### src/rtl/pacote_saida.sv
// Shared types and constants for the output path: FSM states, seven-segment
// patterns and a sizing helper.
package pacote_saida;

  typedef enum logic [1:0] {
    OCIOSO,
    CONVERTE,
    CONCLUI
  } estado_t;

  localparam logic [6:0] SEG_APAGADO = 7'b1111111;

  // Active-low patterns, bit order gfedcba
  localparam logic [6:0] SEG_DIGITO [10] = '{
    7'b1000000, 7'b1111001, 7'b0100100, 7'b0110000, 7'b0011001,
    7'b0010010, 7'b0000010, 7'b1111000, 7'b0000000, 7'b0010000
  };

  // Bits needed to hold the value n
  function automatic int unsigned quantos_bits(input int unsigned n);
    int unsigned r;
    r = 1;
    for (int unsigned i = 1; i < 32; i++) begin
      if ((n >> i) != 0) r = i + 1;
    end
    return r;
  endfunction

endpackage

### src/rtl/decodificador_7seg.sv
// Single digit to active-low seven-segment pattern; non-decimal codes and the
// blank request both produce a dark display.
module decodificador_7seg
  import pacote_saida::*;
(
  input  logic [3:0] digito,
  input  logic       apaga,
  output logic [6:0] segmentos_c
);

  always_comb begin
    segmentos_c = SEG_APAGADO;
    if (!apaga && (digito <= 4'd9)) segmentos_c = SEG_DIGITO[digito];
  end

endmodule

### src/rtl/conversor_bcd_sequencial.sv
// Sequential double-dabble binary-to-BCD converter with double-buffered BCD
// and seven-segment outputs, one input bit per clock.
module conversor_bcd_sequencial
  import pacote_saida::*;
#(
  parameter int unsigned LARGURA       = 13,
  parameter int unsigned DIGITOS       = 4,
  parameter int unsigned SUPRIME_ZEROS = 1
) (
  input  logic                   Clock,
  input  logic                   Reset,
  input  logic                   Inicia,
  input  logic [LARGURA-1:0]     Valor,
  output logic                   Ocupado,
  output logic                   Pronto,
  output logic                   Descartado,
  output logic                   Excesso,
  output logic [4*DIGITOS-1:0]   Bcd,
  output logic [7*DIGITOS-1:0]   Segmentos
);

  localparam int unsigned W_BCD  = 4 * DIGITOS;
  localparam int unsigned W_SEG  = 7 * DIGITOS;
  localparam int unsigned W_CONT = quantos_bits(LARGURA);

  estado_t             estado;
  logic [LARGURA-1:0]  valor_sr;
  logic [W_BCD-1:0]    rascunho;
  logic [W_BCD-1:0]    ajustado;
  logic [W_BCD-1:0]    bcd_novo;
  logic [W_CONT-1:0]   cont;
  logic                estouro;
  logic                zeros_acima;
  logic [DIGITOS-1:0]  apaga;
  logic [W_SEG-1:0]    seg_novo;
  logic [W_SEG-1:0]    seg_reset;

  // Add-3 correction applied before each shift
  always_comb begin
    ajustado = rascunho;
    for (int i = 0; i < int'(DIGITOS); i++) begin
      if (rascunho[4*i +: 4] >= 4'd5) ajustado[4*i +: 4] = rascunho[4*i +: 4] + 4'd3;
    end
  end

  assign bcd_novo = estouro ? {DIGITOS{4'h9}} : rascunho;

  // Leading-zero blanking of the value about to be committed
  always_comb begin
    zeros_acima = 1'b1;
    apaga       = '0;
    for (int i = int'(DIGITOS) - 1; i >= 1; i--) begin
      zeros_acima = zeros_acima && (bcd_novo[4*i +: 4] == 4'd0);
      apaga[i]    = (SUPRIME_ZEROS != 0) && zeros_acima;
    end
  end

  for (genvar g = 0; g < int'(DIGITOS); g++) begin : g_display
    decodificador_7seg u_decodificador (
      .digito      (bcd_novo[4*g +: 4]),
      .apaga       (apaga[g]),
      .segmentos_c (seg_novo[7*g +: 7])
    );

    if ((g > 0) && (SUPRIME_ZEROS != 0)) begin : g_rst_apagado
      assign seg_reset[7*g +: 7] = SEG_APAGADO;
    end else begin : g_rst_zero
      assign seg_reset[7*g +: 7] = SEG_DIGITO[0];
    end
  end

  always_ff @(posedge Clock) begin
    if (Reset) begin
      estado     <= OCIOSO;
      valor_sr   <= '0;
      rascunho   <= '0;
      cont       <= '0;
      estouro    <= 1'b0;
      Ocupado    <= 1'b0;
      Pronto     <= 1'b0;
      Descartado <= 1'b0;
      Excesso    <= 1'b0;
      Bcd        <= '0;
      Segmentos  <= seg_reset;
    end else begin
      Pronto     <= 1'b0;
      Descartado <= 1'b0;
      case (estado)
        OCIOSO: begin
          if (Inicia) begin
            valor_sr <= Valor;
            rascunho <= '0;
            cont     <= W_CONT'(LARGURA);
            estouro  <= 1'b0;
            Ocupado  <= 1'b1;
            estado   <= CONVERTE;
          end
        end
        CONVERTE: begin
          Descartado            <= Inicia;
          {rascunho, valor_sr}  <= {ajustado[W_BCD-2:0], valor_sr, 1'b0};
          estouro               <= estouro | ajustado[W_BCD-1];
          cont                  <= cont - W_CONT'(1);
          if (cont == W_CONT'(1)) estado <= CONCLUI;
        end
        CONCLUI: begin
          Descartado <= Inicia;
          Bcd        <= bcd_novo;
          Excesso    <= estouro;
          Segmentos  <= seg_novo;
          Pronto     <= 1'b1;
          Ocupado    <= 1'b0;
          estado     <= OCIOSO;
        end
        default: estado <= OCIOSO;
      endcase
    end
  end

endmodule

### config.mk
export PLATFORM = sky130hd
export DESIGN_NAME = conversor_bcd_sequencial
export DESIGN_NICKNAME = d
export VERILOG_FILES = /design/src/rtl/pacote_saida.sv /design/src/rtl/decodificador_7seg.sv /design/src/rtl/conversor_bcd_sequencial.sv
export SDC_FILE = /design/constraint.sdc
export NUM_CORES = 1
export LEC_CHECK = 0
export CORE_AREA = 2 2 93 95
export CTS_BUF_LIST = sky130_fd_sc_hd__clkbuf_16
export CTS_CLUSTER_DIAMETER = 150
export DETAILED_ROUTE_END_ITERATION = 6
export DIE_AREA = 0 0 95 97
export GPL_TIMING_DRIVEN = 0
export PLACE_DENSITY = 0.83
export SLEW_MARGIN = 20
export SYNTH_ARGS = -nofsm -noshare
export SYNTH_HDL_FRONTEND = slang
export SYNTH_SLANG_ARGS = --single-unit
### constraint.sdc
create_clock -name Clock -period 2.48 [get_ports Clock]
set_input_delay 0.62 -clock Clock [delete_from_list [all_inputs] [get_ports Clock]]
set_output_delay 0.62 -clock Clock [all_outputs]
set_load 0.01 [all_outputs]
Yosys cells after proc, flatten, opt, wreduce, memory -nomap -nowiden

Memory sizes are Yosys's and may differ from the RTL's.
Cells that the tools add are included.

Add/sub/neg operators: 5
Multipliers: 0
Divide/modulo/power cells: 0
$lt $le $gt $ge: 12
Eq/ne operators: 5
Shifts and indexed selects: 0
Muxes and demuxes: 31
Bitwise operators: 6
Reductions and logical operators: 19

Operators with widths:

| cell                                                               | number |
|---|---|
| two-way mux 7 bit                                                  | 12 |
| two-way mux 16 bit                                                 | 2 |
| case mux 16 bit (2 select lines)                                   | 1 |
| case mux 13 bit (2 select lines)                                   | 1 |
| greater-or-equal comparator 5 bit (second input constant)          | 4 |
| two-way mux 4 bit                                                  | 5 |
| NOT 4 -> 5 bit                                                     | 4 |
| adder 4 x 2 -> 4 bit (second input constant)                       | 4 |
| greater-or-equal comparator 4 x 3 -> 1 bit (second input constant) | 4 |
| less-or-equal comparator 4 bit (second input constant)             | 4 |
| two-way mux 13 bit                                                 | 1 |
| zero test 4 bit                                                    | 3 |
| case mux 4 bit (2 select lines)                                    | 1 |
| AND reduction 2 bit                                                | 3 |
| logical AND 1 bit                                                  | 5 |
| == test 4 x 1 -> 1 bit (second input constant)                     | 1 |
| two-way mux 2 bit                                                  | 2 |
| != test 2 bit (second input constant)                              | 2 |
| case mux 1 bit (2 select lines)                                    | 2 |
| case mux 2 bit (2 select lines)                                    | 1 |
| nonzero test 2 bit                                                 | 2 |
| OR reduction 2 bit                                                 | 2 |
| subtractor 4 x 1 -> 4 bit (second input constant)                  | 1 |
| zero test 1 bit                                                    | 3 |
| 6 further kinds                                                    | 8 |

Register bits: 84
Bits in latches: 0
Bits in writable memories: 0
Bits in read-only memories: 448
Input bits: 16
Output and inout bits: 48
Word-level logic and storage cells: 93
Memories: 4

Memory list:

| memory          | words | width | rd ports | clocked after Yosys merged registers in | write ports | line                     | text |
|---|---|---|---|---|---|---|---|
| (no name shown) | 16    | 7     | 1        | 0                                       | 0           | decodificador_7seg.sv:13 | `if (!apaga && (digito <= 4'd9)) segmentos_c = SEG_DIGITO[digito];` |
| (no name shown) | 16    | 7     | 1        | 0                                       | 0           | decodificador_7seg.sv:13 |  |
| (no name shown) | 16    | 7     | 1        | 0                                       | 0           | decodificador_7seg.sv:13 |  |
| (no name shown) | 16    | 7     | 1        | 0                                       | 0           | decodificador_7seg.sv:13 |  |

Logic depth before layout (Yosys ltp)

Gate-level depths: netlist of the first run.

Depth after elaboration: 7
Mapped depth: 10
Gate-level depth less buffers: 7

Modules after synthesis

Synthesis of the first run repeated with hierarchy kept, for this count alone.

Cells, all modules: 506
Area, all modules: 4613.2 um2

By module, submodules not included:

| module                   | instances | cells each | area an instance (um2) | sequential area each (um2) |
|---|---|---|---|---|
| conversor_bcd_sequencial | 1         | 390        | 3772.4                 | 1681.6 |
| decodificador_7seg       | 4         | 29         | 210.2                  | 0.0 |

Worst setup path after synthesis of the first run

OpenSTA, ideal clock, no wires.

Path kind: register to register
Start point: register estouro
End point: register Segmentos[3]
Library setup time: 0.086 ns
Data arrival time: 1.827 ns
Required time: 2.394 ns
Path slack: 0.567 ns
Stages on the path, launching flop included: 11
Path buffers: 3
Period minus slack after synthesis: 1.913 ns
Cell sequence: dfxtp_1 buf_4 buf_4 nor2_1 inv_1 ha_1 nor2_1 o22ai_1 and2_1 clkbuf_1 a211oi_1

Word-level cells in the longest chain between the ends: 6
Elaborated cells on any way between the ends: 7
Those cells by class: order compare (1); mux (4); bitwise (1); memory (1)

Ends and longest elaborated chain:

| what                                                  | line                            | text |
|---|---|---|
| start: declaration                                    | conversor_bcd_sequencial.sv:32  | `logic estouro;` |
| start signal: assignment                              | conversor_bcd_sequencial.sv:102 | `estouro <= estouro \| ajustado[W_BCD-1];` |
| two-way mux 16 bit *                                  | conversor_bcd_sequencial.sv:46  | `assign bcd_novo = estouro ? {DIGITOS{4'h9}} : rascunho;` |
| via bcd_novo[0]                                       | conversor_bcd_sequencial.sv:30  | `logic [W_BCD-1:0] bcd_novo;` |
| NOT 4 -> 5 bit (implied by the code)                  | decodificador_7seg.sv:13        |  |
| memory (16 x 7 bit)                                   | -                               |  |
| two-way mux 7 bit (implied by the code) (2 in series) | decodificador_7seg.sv:13        |  |
| two-way mux 7 bit *                                   | decodificador_7seg.sv:13        |  |
| end signal: assignment                                | conversor_bcd_sequencial.sv:84  | `Segmentos <= seg_reset;` |
| end signal: assignment                                | conversor_bcd_sequencial.sv:110 | `Segmentos <= seg_novo;` |
| end: declaration                                      | conversor_bcd_sequencial.sv:19  | `output logic [7*DIGITOS-1:0] Segmentos` |

The timed path passes the listed nets; every way through them passes the cells marked *. The select of a mux whose other input is x is not followed.
A chain may end at the register's enable or synchronous reset.

Worst setup path in the final report of the first run

Start point: register estouro
End point: register Segmentos[2]

Same word-level chain as after synthesis.

==> flow_results.xml, run 1 <==
<?xml version="1.0" encoding="UTF-8"?>
<metrics>
  <group name="yosys">
    <metric name="synthDominantCellAreaShare" unit="">0.391</metric>
    <metric name="yosys-mux-area-fraction" unit="">0.0661</metric>
    <metric name="most_area_hungry_cell_type_in_the_yosys_netlist" unit="">sky130_fd_sc_hd__dfxtp_1</metric>
    <metric name="synth-warning-count" unit="">0</metric>
    <metric name="seq_cells_post_synth" unit="">84</metric>
    <metric name="number_of_distinct_library_cells_after_synthesis" unit="">49</metric>
    <metric name="synth_area" unit="um^2">4300</metric>
    <metric name="netlist_instances" unit="">487</metric>
    <metric name="yosys.area_share.simple" unit="">0.193</metric>
    <metric name="asr_flop_ratio_synth" unit="">0</metric>
    <metric name="synth_adder_area_share" unit="">0.0990</metric>
    <metric name="synth_flop_cell" unit="">sky130_fd_sc_hd__dfxtp_1</metric>
    <metric name="synth-edff-count" unit="">0</metric>
    <metric name="synth.yosys.seq_area_share" unit="">0.391</metric>
    <metric name="synth_top_family_by_area" unit="">simple AND/OR/NAND/NOR gates</metric>
    <metric name="yosys-top-cells-area" unit="">sky130_fd_sc_hd__dfxtp_1, sky130_fd_sc_hd__ha_1, sky130_fd_sc_hd__nor2_1, sky130_fd_sc_hd__mux2i_1, sky130_fd_sc_hd__a211oi_1</metric>
    <metric name="syn-num-nets" unit="">537</metric>
    <metric name="synth-compound-area-share" unit="">0.179</metric>
    <metric name="syn_avg_cell_area" unit="um^2">8.82</metric>
    <metric name="synth_xor_xnor_area_share" unit="">0.0163</metric>
  </group>
  <group name="drt">
    <metric name="drt-wirelength-per-cell" unit="um">16.3</metric>
    <metric name="drc" unit="">0</metric>
    <metric name="wire_length_on_met2" unit="um">5290</metric>
    <metric name="route.vias.total" unit="">3861</metric>
    <metric name="drt_first_iter_violations" unit="">203</metric>
    <metric name="wl_met3" unit="um">501</metric>
    <metric name="detail_route.wirelength" unit="um">11000</metric>
    <metric name="route.layer.met1.wl" unit="um">4980</metric>
    <metric name="drt_pre_antenna_iters" unit="">5</metric>
    <metric name="top_signal_layer_used" unit="">met4</metric>
    <metric name="ant_nets" unit="">0</metric>
    <metric name="drt_via_density" unit="">5.75</metric>
  </group>
  <group name="floorplanning">
    <metric name="fp.dieW" unit="um">95</metric>
    <metric name="starting_density_of_the_core" unit="">0.528</metric>
    <metric name="die-area" unit="um^2">9220</metric>
    <metric name="die_height" unit="um">97</metric>
    <metric name="ioPinCount" unit="">64</metric>
    <metric name="fp.coreArea" unit="um^2">8130</metric>
    <metric name="placement_rows" unit="">33</metric>
  </group>
  <group name="power">
    <metric name="ir_drop" unit="mV">0.456</metric>
    <metric name="leakage" unit="nW">2.13</metric>
    <metric name="pwr_density_cell" unit="nW/um^2">739</metric>
  </group>
  <group name="critical_path">
    <metric name="worst-endpoint-arrival" unit="ns">2.54</metric>
    <metric name="cpMostUsedCell" unit="">sky130_fd_sc_hd__buf_4</metric>
    <metric name="crit_path_cell_trace" unit="">buf_4 -&gt; buf_4 -&gt; nor2_2 -&gt; inv_1 -&gt; ha_1 -&gt; nor2_1 -&gt; o22ai_1 -&gt; and2_1 -&gt; clkbuf_1 -&gt; a211oi_1</metric>
    <metric name="largest_fanout_of_any_net_on_the_critical_path" unit="">10</metric>
    <metric name="critical_path_class" unit="">reg2reg</metric>
    <metric name="timing.critical_path.required" unit="ns">2.72</metric>
    <metric name="setup.worst_path.end_class" unit="">register</metric>
    <metric name="critical_path.slowest_cell" unit="">sky130_fd_sc_hd__dfxtp_1</metric>
    <metric name="crit_path_start_kind" unit="">register</metric>
    <metric name="timing.critical_path.slowest_cell_delay" unit="ns">0.39</metric>
  </group>
  <group name="place">
    <metric name="place_congestion" unit="">0.867</metric>
    <metric name="place.port_buffers" unit="">63</metric>
    <metric name="detailed_place_hpwl" unit="um">7700</metric>
    <metric name="dp_slack" unit="ns">0.0987</metric>
    <metric name="total_placed_instance_area" unit="um^2">5060</metric>
  </group>
  <group name="final_layout">
    <metric name="layout-drive-gt1-share" unit="">0.0777</metric>
    <metric name="diodes" unit="">0</metric>
    <metric name="post-route-cell-area" unit="um^2">5410</metric>
    <metric name="layout.cells.most_common_list" unit="">sky130_fd_sc_hd__dfxtp_1, sky130_fd_sc_hd__nor2_1, sky130_fd_sc_hd__clkdlybuf4s50_1</metric>
    <metric name="finalNetCount" unit="">611</metric>
    <metric name="final.fill_count" unit="">644</metric>
    <metric name="final_common_cell" unit="">sky130_fd_sc_hd__dfxtp_1</metric>
    <metric name="synthToLayoutAreaGrowth" unit="%">25.8</metric>
  </group>
  <group name="global_routing">
    <metric name="antenna_found_initial" unit="">0</metric>
    <metric name="number_of_global_route_vias_before_repair" unit="">3739</metric>
    <metric name="globalRoute.totalOverflow" unit="">0</metric>
    <metric name="gr-usage-all-layers" unit="">0.245</metric>
    <metric name="grt_first_pass_wirelength" unit="um">17900</metric>
    <metric name="grt_max_degree" unit="">15</metric>
  </group>
  <group name="sta">
    <metric name="final_number_of_setup_violating_endpoints" unit="">0</metric>
    <metric name="hold-worst-slack" unit="ns">0.475</metric>
    <metric name="slew_violations" unit="">0</metric>
    <metric name="timing_hold_violations_final" unit="">0</metric>
    <metric name="max_freq" unit="MHz">434</metric>
    <metric name="finalCriticalPeriod" unit="ns">2.30</metric>
    <metric name="clock_skew" unit="ns">0.00561</metric>
    <metric name="setup_slack" unit="ns">0.178</metric>
    <metric name="slew_headroom" unit="">0.549</metric>
    <metric name="tightestPinTransition" unit="ns">0.674</metric>
    <metric name="unrepaired_setup_endpoints_after_global_routing" unit="">false</metric>
    <metric name="timing.setup.tns" unit="ns">0</metric>
    <metric name="layout_worst_path_cycle_share" unit="">0.928</metric>
  </group>
  <group name="clock_tree">
    <metric name="cts_hold_repair.buffers" unit="">0</metric>
    <metric name="cts_made_buffers" unit="">9</metric>
    <metric name="cts-root-buf" unit="">sky130_fd_sc_hd__clkbuf_16</metric>
    <metric name="h-tree-depth" unit="">3</metric>
    <metric name="clk_transition_reported_paths" unit="ns">0.07</metric>
    <metric name="clkSinkCount" unit="">84</metric>
    <metric name="worstSkewPairLatency" unit="ns">0.34</metric>
    <metric name="max-clock-path-buffers" unit="">2</metric>
    <metric name="clock_tree_from_tritoncts" unit="">built</metric>
  </group>
  <group name="run">
    <metric name="max_cap_viol_count" unit="">0</metric>
  </group>
  <group name="worst_hold_path">
    <metric name="min-delay-path-class" unit="">reg2reg</metric>
  </group>
  <group name="run_status">
    <metric name="outcome" unit="">complete, no violations</metric>
  </group>
</metrics>
## state kept, by name, indices dropped and copies added, names as in the netlist
name	flops
Segmentos	28
Bcd	16
rascunho	16
valor_sr	13
cont	4
estado	2
Descartado	1
Excesso	1
Ocupado	1
Pronto	1
estouro	1
## power by group
group | internal [mW] | switching, mW
Clock | 0.983 | 0.556
Sequential | 1.49 | 0.0880
Combinational | 0.361 | 0.519
Total | 2.83 | 1.16
## what timing repair did
action                     CTS  global route
gates resized for setup      0             2
setup endpoints to repair    0             6
buffers inserted             0             0
## cells by family (layout without fill, tap and decap cells)
family | Yosys count | count (layout)
compound gates | 114 | 114
mux | 28 | 28
flops | 84 | 84
buf+inv | 55 | 134
xor+xnor | 8 | 8
simple gates | 164 | 164
fa+ha+maj | 34 | 34
## final timing paths
check                        startpoint                         end  slack (ns)  cells past startpoint
max                estouro$_SDFFE_PP0P_   Segmentos[2]$_SDFFE_PP0P_        0.18                     10
min          Segmentos[11]$_SDFFE_PP1P_  Segmentos[11]$_SDFFE_PP1P_        0.47                      1
max reg2reg        estouro$_SDFFE_PP0P_   Segmentos[2]$_SDFFE_PP0P_        0.18                     10
min reg2reg  Segmentos[11]$_SDFFE_PP1P_  Segmentos[11]$_SDFFE_PP1P_        0.47                      1
## cell usage after synthesis, types with 4 or more instances
master and count:
sky130_fd_sc_hd__nand3b_1 5, sky130_fd_sc_hd__o22a_1 8, sky130_fd_sc_hd__buf_2 12, sky130_fd_sc_hd__a22o_1 8
sky130_fd_sc_hd__a211oi_1 28, sky130_fd_sc_hd__buf_4 4, sky130_fd_sc_hd__xor2_1 4, sky130_fd_sc_hd__nand2_1 21
sky130_fd_sc_hd__nor3_1 13, sky130_fd_sc_hd__xnor2_1 4, sky130_fd_sc_hd__nor3b_1 4, sky130_fd_sc_hd__nand3_1 8
sky130_fd_sc_hd__clkbuf_1 16, sky130_fd_sc_hd__nor2b_1 7, sky130_fd_sc_hd__inv_1 21, sky130_fd_sc_hd__a21oi_1 27
sky130_fd_sc_hd__nand2b_1 16, sky130_fd_sc_hd__mux2i_1 25, sky130_fd_sc_hd__ha_1 34, sky130_fd_sc_hd__dfxtp_1 84
sky130_fd_sc_hd__o21ai_0 17, sky130_fd_sc_hd__a31oi_1 8, sky130_fd_sc_hd__o32a_1 4, sky130_fd_sc_hd__nor4b_1 4
sky130_fd_sc_hd__nor2_1 68
## routing by layer
metal  GRT usage  up-vias
met4      0.0892        0
met5           0        -
met3      0.0405       19
li1            -     1854
met2       0.398      120
met1       0.325     1868
## cell type report
cell class	count	area, um^2	area share
repair buffers	63	631	0.117
clock inverters	7	115	0.0213
plain buffers	34	158	0.0292
multi-input cells	348	2380	0.441
clock buffers	9	225	0.0417
flip-flops and latches	84	1680	0.311
well taps	105	131	0.0243
inverters	21	78.8	0.0146
## worst max-delay path: cells and delay by family, from the launching register on
family                     cells  cell delay [ns]
buffers and inverters          4             0.67
and+or+nand+nor                3             0.54
DFF                            1             0.39
AOI/OAI and AO/OA              2             0.35
adders and majority gates      1             0.25
## through the flow
stage | utilization | cells | power [mW]
global route | 0.665 | 671 | 4.16
detailed placement | 0.622 | 655 | 2.46
floorplan | - | 487 | 2.19
CTS | 0.664 | 671 | 3.99
global placement | 0.622 | 655 | 2.42
finish | 0.665 | 671 | 3.99
No activity file was read; power rests on OpenSTA's default activity.
==> run 2: changes to the inputs <==
- CELL_PAD_IN_SITES_DETAIL_PLACEMENT: default -> 1
- CELL_PAD_IN_SITES_GLOBAL_PLACEMENT: default -> 2
- CORE_AREA: 2 2 93 95 -> 2 2 114 116
- DIE_AREA: 0 0 95 97 -> 0 0 116 118
- PLACE_DENSITY: 0.83 -> 0.88
- clock period: 2.48 -> 2.8 ns (I/O delays scaled with it)
==> flow_results.xml, run 2 (synthesis results as in run 1) <==
<?xml version="1.0" encoding="UTF-8"?>
<metrics>
  <group name="clock_tree">
    <metric name="h-tree-depth" unit="">3</metric>
    <metric name="clk_transition_reported_paths" unit="ns">0.06</metric>
    <metric name="cts_hold_repair.buffers" unit="">0</metric>
    <metric name="max-clock-path-buffers" unit="">2</metric>
    <metric name="worstSkewPairLatency" unit="ns">0.35</metric>
    <metric name="clock_tree_from_tritoncts" unit="">built</metric>
    <metric name="post_cts_setup_repair_bufs" unit="">0</metric>
    <metric name="clkSinkCount" unit="">84</metric>
    <metric name="cts_resized" unit="">0</metric>
    <metric name="cts-root-buf" unit="">sky130_fd_sc_hd__clkbuf_16</metric>
    <metric name="cts_made_buffers" unit="">9</metric>
  </group>
  <group name="place">
    <metric name="place_congestion" unit="">0.803</metric>
    <metric name="detailed_place_hpwl" unit="um">9090</metric>
    <metric name="total_placed_instance_area" unit="um^2">5140</metric>
    <metric name="place.port_buffers" unit="">63</metric>
  </group>
  <group name="sta">
    <metric name="slew_headroom" unit="">0.554</metric>
    <metric name="slew_violations" unit="">0</metric>
    <metric name="unrepaired_setup_endpoints_after_global_routing" unit="">false</metric>
    <metric name="timing.setup.tns" unit="ns">0</metric>
    <metric name="max_freq" unit="MHz">406</metric>
    <metric name="final_number_of_setup_violating_endpoints" unit="">0</metric>
    <metric name="finalCriticalPeriod" unit="ns">2.46</metric>
    <metric name="timing_hold_violations_final" unit="">0</metric>
    <metric name="tightestPinTransition" unit="ns">0.667</metric>
    <metric name="clock_skew" unit="ns">0.00790</metric>
    <metric name="layout_worst_path_cycle_share" unit="">0.879</metric>
  </group>
  <group name="run_status">
    <metric name="outcome" unit="">complete, no violations</metric>
  </group>
  <group name="drt">
    <metric name="drt_via_density" unit="">5.11</metric>
    <metric name="drt_pre_antenna_iters" unit="">4</metric>
    <metric name="drt_first_iter_violations" unit="">133</metric>
    <metric name="detail_route.wirelength" unit="um">12400</metric>
    <metric name="drc" unit="">0</metric>
    <metric name="route.vias.total" unit="">3769</metric>
    <metric name="ant_nets" unit="">0</metric>
    <metric name="drt-wirelength-per-cell" unit="um">16.9</metric>
  </group>
  <group name="final_layout">
    <metric name="final.fill_count" unit="">1477</metric>
    <metric name="largest_regs" unit="">Segmentos: 28 flops, Bcd: 16 flops, rascunho: 16 flops</metric>
    <metric name="final_common_cell" unit="">sky130_fd_sc_hd__dfxtp_1</metric>
    <metric name="layout.cells.most_common_list" unit="">sky130_fd_sc_hd__dfxtp_1, sky130_fd_sc_hd__nor2_1, sky130_fd_sc_hd__clkdlybuf4s50_1</metric>
    <metric name="layout-drive-gt1-share" unit="">0.0724</metric>
    <metric name="number_of_flip_flops_under_the_largest_register_name" unit="">28</metric>
    <metric name="diodes" unit="">0</metric>
    <metric name="post-route-cell-area" unit="um^2">5430</metric>
    <metric name="finalNetCount" unit="">611</metric>
    <metric name="synthToLayoutAreaGrowth" unit="%">26.3</metric>
    <metric name="largest-register" unit="">Segmentos</metric>
  </group>
  <group name="global_routing">
    <metric name="grt_max_degree" unit="">14</metric>
    <metric name="number_of_global_route_vias_before_repair" unit="">4085</metric>
    <metric name="grt_first_pass_wirelength" unit="um">20600</metric>
    <metric name="antenna_found_initial" unit="">0</metric>
    <metric name="gr-usage-all-layers" unit="">0.194</metric>
    <metric name="globalRoute.totalOverflow" unit="">0</metric>
  </group>
  <group name="power">
    <metric name="p_comb_frac" unit="">0.238</metric>
    <metric name="finalPower" unit="mW">3.38</metric>
    <metric name="total_switching_power" unit="mW">1.06</metric>
    <metric name="internal-power" unit="mW">2.31</metric>
    <metric name="pwr_density_cell" unit="nW/um^2">622</metric>
    <metric name="ir_drop" unit="mV">0.366</metric>
    <metric name="leakage" unit="nW">2.10</metric>
    <metric name="clockPowerShare" unit="">0.349</metric>
    <metric name="seq_power_share" unit="">0.413</metric>
    <metric name="switching_share" unit="">0.315</metric>
  </group>
  <group name="critical_path">
    <metric name="critical_path_class" unit="">reg2reg</metric>
    <metric name="crit_path_start_kind" unit="">register</metric>
    <metric name="setup.worst_path.end_class" unit="">register</metric>
    <metric name="largest_fanout_of_any_net_on_the_critical_path" unit="">10</metric>
    <metric name="timing.critical_path.required" unit="ns">3.08</metric>
    <metric name="worst-endpoint-arrival" unit="ns">2.74</metric>
  </group>
  <group name="worst_hold_path">
    <metric name="min-delay-path-class" unit="">reg2reg</metric>
  </group>
  <group name="floorplanning">
    <metric name="fp.dieW" unit="um">116</metric>
    <metric name="ioPinCount" unit="">64</metric>
    <metric name="die_height" unit="um">118</metric>
    <metric name="die-area" unit="um^2">13700</metric>
    <metric name="starting_density_of_the_core" unit="">0.346</metric>
    <metric name="fp.coreArea" unit="um^2">12400</metric>
    <metric name="placement_rows" unit="">41</metric>
  </group>
  <group name="run">
    <metric name="max_cap_viol_count" unit="">0</metric>
  </group>
</metrics>
run 2: changes by cell type in the layout (fill, tap and decap cells not counted):
cell | before | now
sky130_fd_sc_hd__nor2_1 | 67 | 68
sky130_fd_sc_hd__nor2_2 | 4 | 3
sky130_fd_sc_hd__a211oi_1 | 27 | 28
sky130_fd_sc_hd__inv_6 | 1 | 0
sky130_fd_sc_hd__clkinvlp_4 | 0 | 1
sky130_fd_sc_hd__clkinv_4 | 1 | 0
sky130_fd_sc_hd__bufinv_16 | 3 | 1
sky130_fd_sc_hd__a211oi_2 | 1 | 0
sky130_fd_sc_hd__clkinv_1 | 1 | 2
sky130_fd_sc_hd__clkinv_2 | 0 | 2
run 2: worst paths after layout:
kind / end / startpoint / depth (start not counted) / slack [ns]
worst max-delay path: Segmentos[20]$_SDFFE_PP1P_ / estouro$_SDFFE_PP0P_ / 8 / 0.34
worst min-delay path: Bcd[14]$_SDFFE_PP0P_ / Bcd[14]$_SDFFE_PP0P_ / 2 / 0.48
worst max register to register: Segmentos[20]$_SDFFE_PP1P_ / estouro$_SDFFE_PP0P_ / 8 / 0.34
worst min register to register: Bcd[14]$_SDFFE_PP0P_ / Bcd[14]$_SDFFE_PP0P_ / 2 / 0.48
run 2: layout make-up:
cell class                 instances  area [um^2]  area share
multi-input combinational        348         2380       0.438
sequential                        84         1680       0.310
timing repair buffer              63          631       0.116
clock buffer                       9          225      0.0415
tap                              172          215      0.0397
buffer                            34          158      0.0291
inverter                          21         78.8      0.0145
clock inverter                     7         58.8      0.0108
run 2: per-layer routing:
| metal | wire length [um] | GRT usage | vias to the layer above |
|---|---|---|---|
| met1 | 5680 | 0.239 | 1841 |
| li1 | - | - | 1857 |
| met5 | 0 | 0 | - |
| met2 | 6060 | 0.326 | 58 |
| met4 | 200 | 0.0588 | 0 |
| met3 | 503 | 0.0515 | 13 |
run 2: power by group through the flow:
stage	Clock [mW]	Sequential, mW	Combinational, mW
after global routing	1.25	1.41	0.897
after floorplan	0	1.41	0.531
after detailed placement	0	1.42	0.802
after CTS	1.20	1.39	0.806
final	1.18	1.39	0.805
after global placement	0	1.41	0.766
run 2: worst max-delay path, stage by stage, from the launching register on:
cell and delay [ns]:
sky130_fd_sc_hd__dfxtp_1 0.41, sky130_fd_sc_hd__buf_4 0.23, sky130_fd_sc_hd__buf_4 0.19, sky130_fd_sc_hd__nor2_1 0.35, sky130_fd_sc_hd__ha_1 0.26, sky130_fd_sc_hd__nor4b_2 0.34
sky130_fd_sc_hd__nand3b_1 0.20, sky130_fd_sc_hd__and3_1 0.26, sky130_fd_sc_hd__a21oi_1 0.15
run 2: per-stage QoR:
stage / hold WS [ns] / utilization / setup WS [ns] / std cells
after global placement: 0.457 / 0.414 / 0.280 / 722
after global routing: 0.512 / 0.437 / 0.118 / 738
after detailed placement: 0.471 / 0.414 / 0.243 / 722
after floorplan: 0.441 / - / 0.887 / 487
after CTS: 0.487 / 0.437 / 0.348 / 738
final: 0.481 / 0.437 / 0.339 / 738
